### src/rtl/logic_gate_pkg.sv
// rtl/logic_gate_pkg.sv - op encoding shared by the logic gate unit and its core
package logic_gate_pkg;

    localparam int OP_W = 3;

    typedef enum logic [OP_W-1:0] {
        OP_NAND = 3'd0,
        OP_NOR  = 3'd1,
        OP_AND  = 3'd2,
        OP_OR   = 3'd3,
        OP_XOR  = 3'd4,
        OP_XNOR = 3'd5,
        OP_NOTA = 3'd6,
        OP_PASS = 3'd7
    } op_e;

endpackage

### src/rtl/logic_gate_core.sv
// rtl/logic_gate_core.sv - combinational bitwise gate selected by op
module logic_gate_core
    import logic_gate_pkg::*;
#(
    parameter int WIDTH = 8
) (
    input  logic [OP_W-1:0]  op,
    input  logic [WIDTH-1:0] a,
    input  logic [WIDTH-1:0] eb,
    output logic [WIDTH-1:0] result
);

    always_comb begin
        result = '0;
        case (op_e'(op))
            OP_NAND: result = ~(a & eb);
            OP_NOR:  result = ~(a | eb);
            OP_AND:  result = a & eb;
            OP_OR:   result = a | eb;
            OP_XOR:  result = a ^ eb;
            OP_XNOR: result = ~(a ^ eb);
            OP_NOTA: result = ~a;
            OP_PASS: result = a;
            default: result = '0;
        endcase
    end

endmodule

### src/rtl/logic_gate_unit.sv
// rtl/logic_gate_unit.sv - registered valid/ready gate unit with accumulator; LOGIC_GATE_UNIT_FLAGS_EN adds result flags
module logic_gate_unit
    import logic_gate_pkg::*;
#(
    parameter int WIDTH = 8
) (
    input  logic             clk,
    input  logic             rst_n,
    input  logic             in_valid,
    output logic             in_ready,
    input  logic [WIDTH-1:0] a,
    input  logic [WIDTH-1:0] b,
    input  logic [OP_W-1:0]  op,
    input  logic             acc_mode,
    input  logic             acc_clr,
    output logic             out_valid,
    input  logic             out_ready,
    output logic [WIDTH-1:0] y
`ifdef LOGIC_GATE_UNIT_FLAGS_EN
    ,
    output logic             flag_zero,
    output logic             flag_ones,
    output logic             flag_parity
`endif
);

    logic             valid_q, valid_d;
    logic [WIDTH-1:0] y_q, y_d;
    logic [WIDTH-1:0] acc_q, acc_d;
    logic [WIDTH-1:0] eb;
    logic [WIDTH-1:0] result;
    logic             accept;

    assign in_ready = !valid_q || out_ready;
    assign accept   = in_valid && in_ready;
    // A clear coinciding with an accumulate beat makes that beat see zero.
    assign eb       = acc_mode ? (acc_clr ? '0 : acc_q) : b;

    logic_gate_core #(.WIDTH(WIDTH)) u_core (
        .op     (op),
        .a      (a),
        .eb     (eb),
        .result (result)
    );

    always_comb begin
        valid_d = valid_q;
        y_d     = y_q;
        acc_d   = acc_q;
        if (accept) begin
            valid_d = 1'b1;
            y_d     = result;
        end else if (out_ready) begin
            valid_d = 1'b0;
        end
        if (accept && acc_mode) begin
            acc_d = result;
        end else if (acc_clr) begin
            acc_d = '0;
        end
    end

    always_ff @(posedge clk or negedge rst_n) begin
        if (!rst_n) begin
            valid_q <= 1'b0;
            y_q     <= '0;
            acc_q   <= '0;
        end else begin
            valid_q <= valid_d;
            y_q     <= y_d;
            acc_q   <= acc_d;
        end
    end

    assign out_valid = valid_q;
    assign y         = y_q;

`ifdef LOGIC_GATE_UNIT_FLAGS_EN
    logic flag_zero_q, flag_zero_d;
    logic flag_ones_q, flag_ones_d;
    logic flag_parity_q, flag_parity_d;

    always_comb begin
        flag_zero_d   = flag_zero_q;
        flag_ones_d   = flag_ones_q;
        flag_parity_d = flag_parity_q;
        if (accept) begin
            flag_zero_d   = (result == '0);
            flag_ones_d   = (result == '1);
            flag_parity_d = ^result;
        end
    end

    always_ff @(posedge clk or negedge rst_n) begin
        if (!rst_n) begin
            flag_zero_q   <= 1'b0;
            flag_ones_q   <= 1'b0;
            flag_parity_q <= 1'b0;
        end else begin
            flag_zero_q   <= flag_zero_d;
            flag_ones_q   <= flag_ones_d;
            flag_parity_q <= flag_parity_d;
        end
    end

    assign flag_zero   = flag_zero_q;
    assign flag_ones   = flag_ones_q;
    assign flag_parity = flag_parity_q;
`endif

endmodule

### config.mk
export PLATFORM = sky130hd
export DESIGN_NAME = logic_gate_unit
export DESIGN_NICKNAME = d
export VERILOG_FILES = /design/src/rtl/logic_gate_pkg.sv /design/src/rtl/logic_gate_core.sv /design/src/rtl/logic_gate_unit.sv
export SDC_FILE = /design/constraint.sdc
export NUM_CORES = 1
export LEC_CHECK = 0
export ABC_AREA = 1
export CORE_ASPECT_RATIO = 1.2
export CORE_MARGIN = 4
export CORE_UTILIZATION = 52
export DETAILED_ROUTE_END_ITERATION = 10
export GPL_TIMING_DRIVEN = 0
export PLACE_DENSITY = 0.81
export SYNTH_ARGS = -nofsm -noshare
export SYNTH_HDL_FRONTEND = slang
export SYNTH_SLANG_ARGS = --single-unit
### constraint.sdc
create_clock -name clk -period 1.8 [get_ports clk]
set_clock_uncertainty 0.05 [all_clocks]
set_input_delay 0.36 -clock clk [delete_from_list [all_inputs] [get_ports clk]]
set_output_delay 0.36 -clock clk [all_outputs]
set_load 0.01 [all_outputs]
==> flow_metrics.tcl <==
set metrics [dict create \
    run_status "completed" \
    startpoint_type "input pin" \
    pwr-share-clk_pct 21.9 \
    path_clk_slew_ns 0.06 \
    cts_tree "built" \
    insertedDiodeCount 0 \
    place_congestion 0.874 \
    worst_path_max_delay_cell "clkdlybuf4s50_1" \
    slew_violations 0 \
    setup.worst_path.end_class "flop" \
    setup_viol 0 \
    cts-hold-fix-buffers 0 \
    switching_power_uw 419 \
    ctsHtreeMaxLevel 1 \
    ant_nets 0 \
    crit_type "in2reg" \
    wl_per_cell_um 13.1 \
    clk_path_buf_depth 2 \
    internal_power_uw 830 \
    synth_top_area_share_pct 23.9 \
    pwr_density_cell_nw_per_um2 549 \
    dieHeight_um 72.1 \
    avgSynthCellArea_um2 6.53 \
    num_rows 23 \
    ys_seq_elements 17 \
    maxCapViolCount 0 \
    netlist_area_um2 1780 \
    rsz0062_at_grt "yes" \
    drtIter0Drc 133 \
    io_buffer_count 32 \
    power.share.switching_pct 33.6 \
    pre_cts_ws_ns -0.654 \
    nets 357 \
    clkLatencyLatePin_ns 0.25 \
    cp.buffers_inverters 2 \
    total_power_uw 1250 \
    postSynthCellCount 273 \
    irDropWorstVdd_mv 0.537 \
    gr-total-overflow 0 \
    hold_class "reg2reg" \
    cpPeakStageDelay_ns 0.51 \
    routed_wl_um 4620 \
    dieArea_um2 4430 \
    synth_top_area_cell "dfrtp_1" \
    yosys-top-cells-area "dfrtp_1 24%, nand2_1 19%, ha_1 11%" \
    area_growth_pct 27.6 \
    antenna_found_initial 0 \
    drt_pass1_iterations 5 \
    clkSinkCount 17 \
    relSlewSlack_pct 52.3 \
    vias_per_cell 5.43 \
    setup_ws_ns 0.0712 \
    fmax_mhz 578 \
    ys_seq_area_share_pct 23.9 \
    grt_pass1_wl_um 7750 \
    p_comb_share_pct 41.1 \
    crit_family "buffers and inverters" \
    critPathArrivalTime_ns 1.82 \
    core_um2 3310 \
    power_frac_seq_pct 37.0 \
    vias 1912 \
    die_w_um 61.5 \
    root_buffer "clkbuf_8" \
    cp_cell_sequence "clkdlybuf4s50_1 -> inv_1 -> ha_1 -> o21ai_0 -> nand2_1 -> nor2_1 -> nand2_1 -> nand3_1 -> nand2_1" \
    required_ns 1.89 \
    worstMarginPinSlew_ns 0.713 \
    syn_nets 314 \
    start_util_pct 53.9 \
    timing.critical_path.mode_cell "nand2_1" \
    hpwl_um 3550 \
    drive_above_1_share_pct 12.7 \
    grt_pass1_vias 1789 \
    ios 35 \
    cts_buffers 3 \
    drc_errors 0 \
    yosysUniqueCellTypes 23 \
    cp_max_fo 3 \
    period_share_pct 96.0 \
    p_leak_uw 0.00126 \
    fin_crit_ns 1.73 \
    grt_start_max_net_pins 18 \
    hold_viol 0 \
    ys_warn_count 0 \
    grtUsageTotal_pct 22.4 \
    nFillCells 292 \
]
## tightest hold or removal path, cell delays in order (launching register included)
cell	delay [ns]
dfrtp_1	0.34
nand2_1	0.05
nand2_1	0.05
## Yosys cell counts, drive strengths merged
| master | number |
|---|---|
| nand3 | 26 |
| nor2 | 26 |
| dfrtp | 17 |
| o21ai | 17 |
| inv | 33 |
| ha | 16 |
| nand4 | 31 |
| clkbuf | 3 |
| clkinv | 1 |
| buf | 10 |
| nand2 | 92 |
| nor3 | 1 |
## per-stage QoR
step                      std cells   TNS (ns)  instance area, um2  hold slack, ns  utilization, %
after floorplan                 273          0                1790          0.0144               -
after global placement          342      -6.92                2150           0.411            65.0
after detailed placement        342      -7.36                2150           0.414            65.0
after CTS                       350          0                2230           0.431            67.5
after global routing            352  -0.000507                2280           0.449            68.8
final                           352          0                2280           0.425            68.8
## cells in the final DEF (no fill, tap or decap), drive strengths merged, types with 16 or more instances in the layout
| master | instances |
|---|---|
| inv | 33 |
| buf | 16 |
| clkdlybuf4s50 | 27 |
| nand2 | 92 |
| nor2 | 26 |
| nand4 | 31 |
| nand3 | 26 |
| dfrtp | 17 |
| ha | 16 |
| o21ai | 17 |
## layer usage
| layer | global-route usage [%] | vias up | part of all wire (%) |
|---|---|---|---|
| met3 | 1.42 | 6 | 6.6 |
| met2 | 38.1 | 73 | 49 |
| met5 | 0 | - | 0 |
| met1 | 28.7 | 853 | 43 |
| li1 | - | 980 | - |
| met4 | 8.96 | 0 | 1.7 |
## final timing paths
check,start,slack [ns],endpoint,cells after the start
setup / recovery,a[0],0.07,acc_q[0],9
hold / removal,y[6],0.42,y[6],2
setup reg to reg,acc_q[0],0.20,acc_q[0],10
hold reg to reg,y[6],0.42,y[6],2
max in group asynchronous,rst_n,0.76,y[7],1
min in group asynchronous,rst_n,0.49,y[3],1
## flip-flops by register name, summed over array words and instances, names as in the netlist
name / cells
out_valid: 1
y: 8
acc_q: 8
## final cells by class
class	count	area, um2	area share [%]
Buffer	13	141	6.21
Sequential cell	17	425	18.7
Tap cell	37	46.3	2.03
Inverter	34	129	5.66
Clock buffer	4	45.0	1.98
Timing Repair Buffer	38	367	16.1
Multi-Input combinational cell	209	1120	49.3
## kinds of logic after synthesis
| logic type | Yosys count | synth area share [%] |
|---|---|---|
| compound gates | 17 | 4.77 |
| buf+inv | 47 | 14.4 |
| flops | 17 | 23.9 |
| fa+ha+maj | 16 | 11.2 |
| simple gates | 176 | 45.8 |
## what timing repair did
item | CTS | global route
setup buffers | 4 | 2
pin swaps | 4 | 12
gates resized for setup | 8 | 20
endpoints found under the setup margin | 17 | 16
gates cloned | 0 | 0
## power groups by stage
stage	clock [uW]	sequential, uW	combinational, uW
detailed placement	0	467	487
CTS	282	462	499
floorplan	0	482	263
global route	294	466	570
finish	274	462	513
global placement	0	465	478
Note: power is estimated with default switching activity, not from simulation.
==> variant: new RTL, config.mk and constraints unchanged <==
`y_q` no longer has a reset.
--- a/src/rtl/logic_gate_unit.sv
+++ b/src/rtl/logic_gate_unit.sv
@@ -64,11 +64,13 @@
         if (!rst_n) begin
             valid_q <= 1'b0;
-            y_q     <= '0;
             acc_q   <= '0;
         end else begin
             valid_q <= valid_d;
-            y_q     <= y_d;
             acc_q   <= acc_d;
         end
+    end
+
+    always_ff @(posedge clk) begin
+        y_q <= y_d;
     end
 
Check against the original RTL: not equivalent (a bounded check fails within 4 cycles, from zero or initial values and one cycle with rst_n low).
==> variant against the unedited design <==
Cell area rose by 2.5%. Clock power rose by 6%. Cell count fell by 6.0%. Via count fell by 0.63%. Setup slack got worse by 0.035 ns. Sequential cell count did not move. Global-route usage rose by 1.3 points. Combinational power fell by 6.8%. Total power fell by 1.1%. Register-to-register slack got worse by 0.05 ns. Synthesized area rose by 1.6%. Routed wire length rose by 11%. Largest cell class unchanged. Highest routed layer unchanged.
==> variant: results <==
power_and_ir_drop:
  p_leak_nw: 1.20
  switching_power_mw: 0.416
  peakVddDrop_uv: 443
critical_path:
  critPathKind: "input port to flop"
  r2r-start: "acc_q[2]$_DFF_PN0_"
  r2r_end: "y[2]$_DFFE_PP_"
  r2r_setup_slack_ns: 0.15
  critPathLaunch: "b[2]"
  cp_max_fo: 2
  r2r_cells: 8
  crit_path_end: "y[2]$_DFFE_PP_"
  arrival_ns: 1.72
synthesis:
  synth_nets: 296
  synth_edf_count: 8
  synthTopCellsByCount: "nand2_1, inv_1, nand4_1"
  yosysWarnings: 0
  synthAdderAreaFrac_pct: 11.0
  synth-async-reset-ratio_pct: 52.9
  ys.flop_type: "dfrtp_1"
  synth_area_leaders: "nand2_1, edfxtp_1, dfrtp_1, ha_1, nand4_1"
  ys_seq_area_share_pct: 25.7
  synth_compound_area_share_pct: 8.56
  synthXorXnorAreaFrac_pct: 0
  synth_mux_area_share_pct: 0
  synth.distinct_cells: 26
grt:
  grt_max_degree: 11
  grt_pass1_vias: 1833
  grt_first_pass_wirelength_um: 8100
  antenna_found_initial: 0
  grt.total_usage_pct: 23.7
final_layout:
  drive_gt1_share_pct: 20.1
  diodes: 0
  layout.nets: 336
routing:
  routed-via-count: 1900
  drt_iter0_markers: 147
  dr.pass1.iters: 4
  remaining_drc_errors: 0
  routed_wl_um: 5140
place:
  dp_hpwl_um: 3520
  io_buffers: 31
  gp_congestion: 0.839
  placed_area_um2: 2170
  pre_cts_slack_ns: -0.647
min_path:
  hp-class: "input port to async pin"
run_status:
  status: "finished, final reports clean"
clock_tree:
  clock_path_buffers: 2
  ctsHtreeMaxLevel: 1
  clk_latency_ns: 0.25
  cts_buffers: 3
  cts.clk_slew.worst_paths_ns: 0.07
  cts_root_buf: "clkbuf_8"
timing:
  worst_pin_slew_ns: 0.441
  period_share_pct: 98.0
[variant: cell families after synthesis]
family	count (synthesis)
flops	17
buf+inv	46
simple gates	149
fa+ha+maj	16
compound gates	27
[variant: repair_timing]
action / CTS / global route
pin swaps: 4 / 7
setup endpoints to repair: 17 / 16
hold endpoints to repair: 0 / 0
setup buffers: 3 / 1
resized for setup: 15 / 18
[variant: stage by stage]
stage / instances / hold slack [ns]
CTS: 330 / 0.375
floorplan: 255 / 0.0144
detailed placement: 323 / 0.453
global route: 331 / 0.390
finish: 331 / 0.364
global placement: 323 / 0.443
[variant: critical path: stages]
cell             delay (ns)
clkdlybuf4s50_1        0.40
o21ai_1                0.24
ha_1                   0.30
o21ai_1                0.14
nand2_1                0.06
nor2_1                 0.13
a21boi_1               0.09
[variant: area by class of cell]
| type | instances | area [um^2] |
|---|---|---|
| well taps | 37 | 46.3 |
| repair buffers | 35 | 343 |
| inverters | 33 | 136 |
| multi-input cells | 192 | 1170 |
| plain buffers | 13 | 130 |
| clock buffers | 4 | 45.0 |
| fillers | 297 | 1010 |
| flip-flops and latches | 17 | 465 |
[variant: metal layers]
layer / routed length (um) / part of all wire, % / track usage (%)
met4: 137 / 2.7 / 9.43
met5: 0 / 0 / 0
met3: 340 / 6.6 / 1.24
met2: 2560 / 50 / 39.1
met1: 2100 / 41 / 31.7
[variant: power by group through the flow]
stage	Combinational, mW	Sequential [mW]	Clock (mW)
detailed placement	0.429	0.473	0
global placement	0.421	0.471	0
finish	0.478	0.465	0.291
floorplan	0.257	0.482	0
CTS	0.448	0.465	0.290
global route	0.529	0.469	0.310
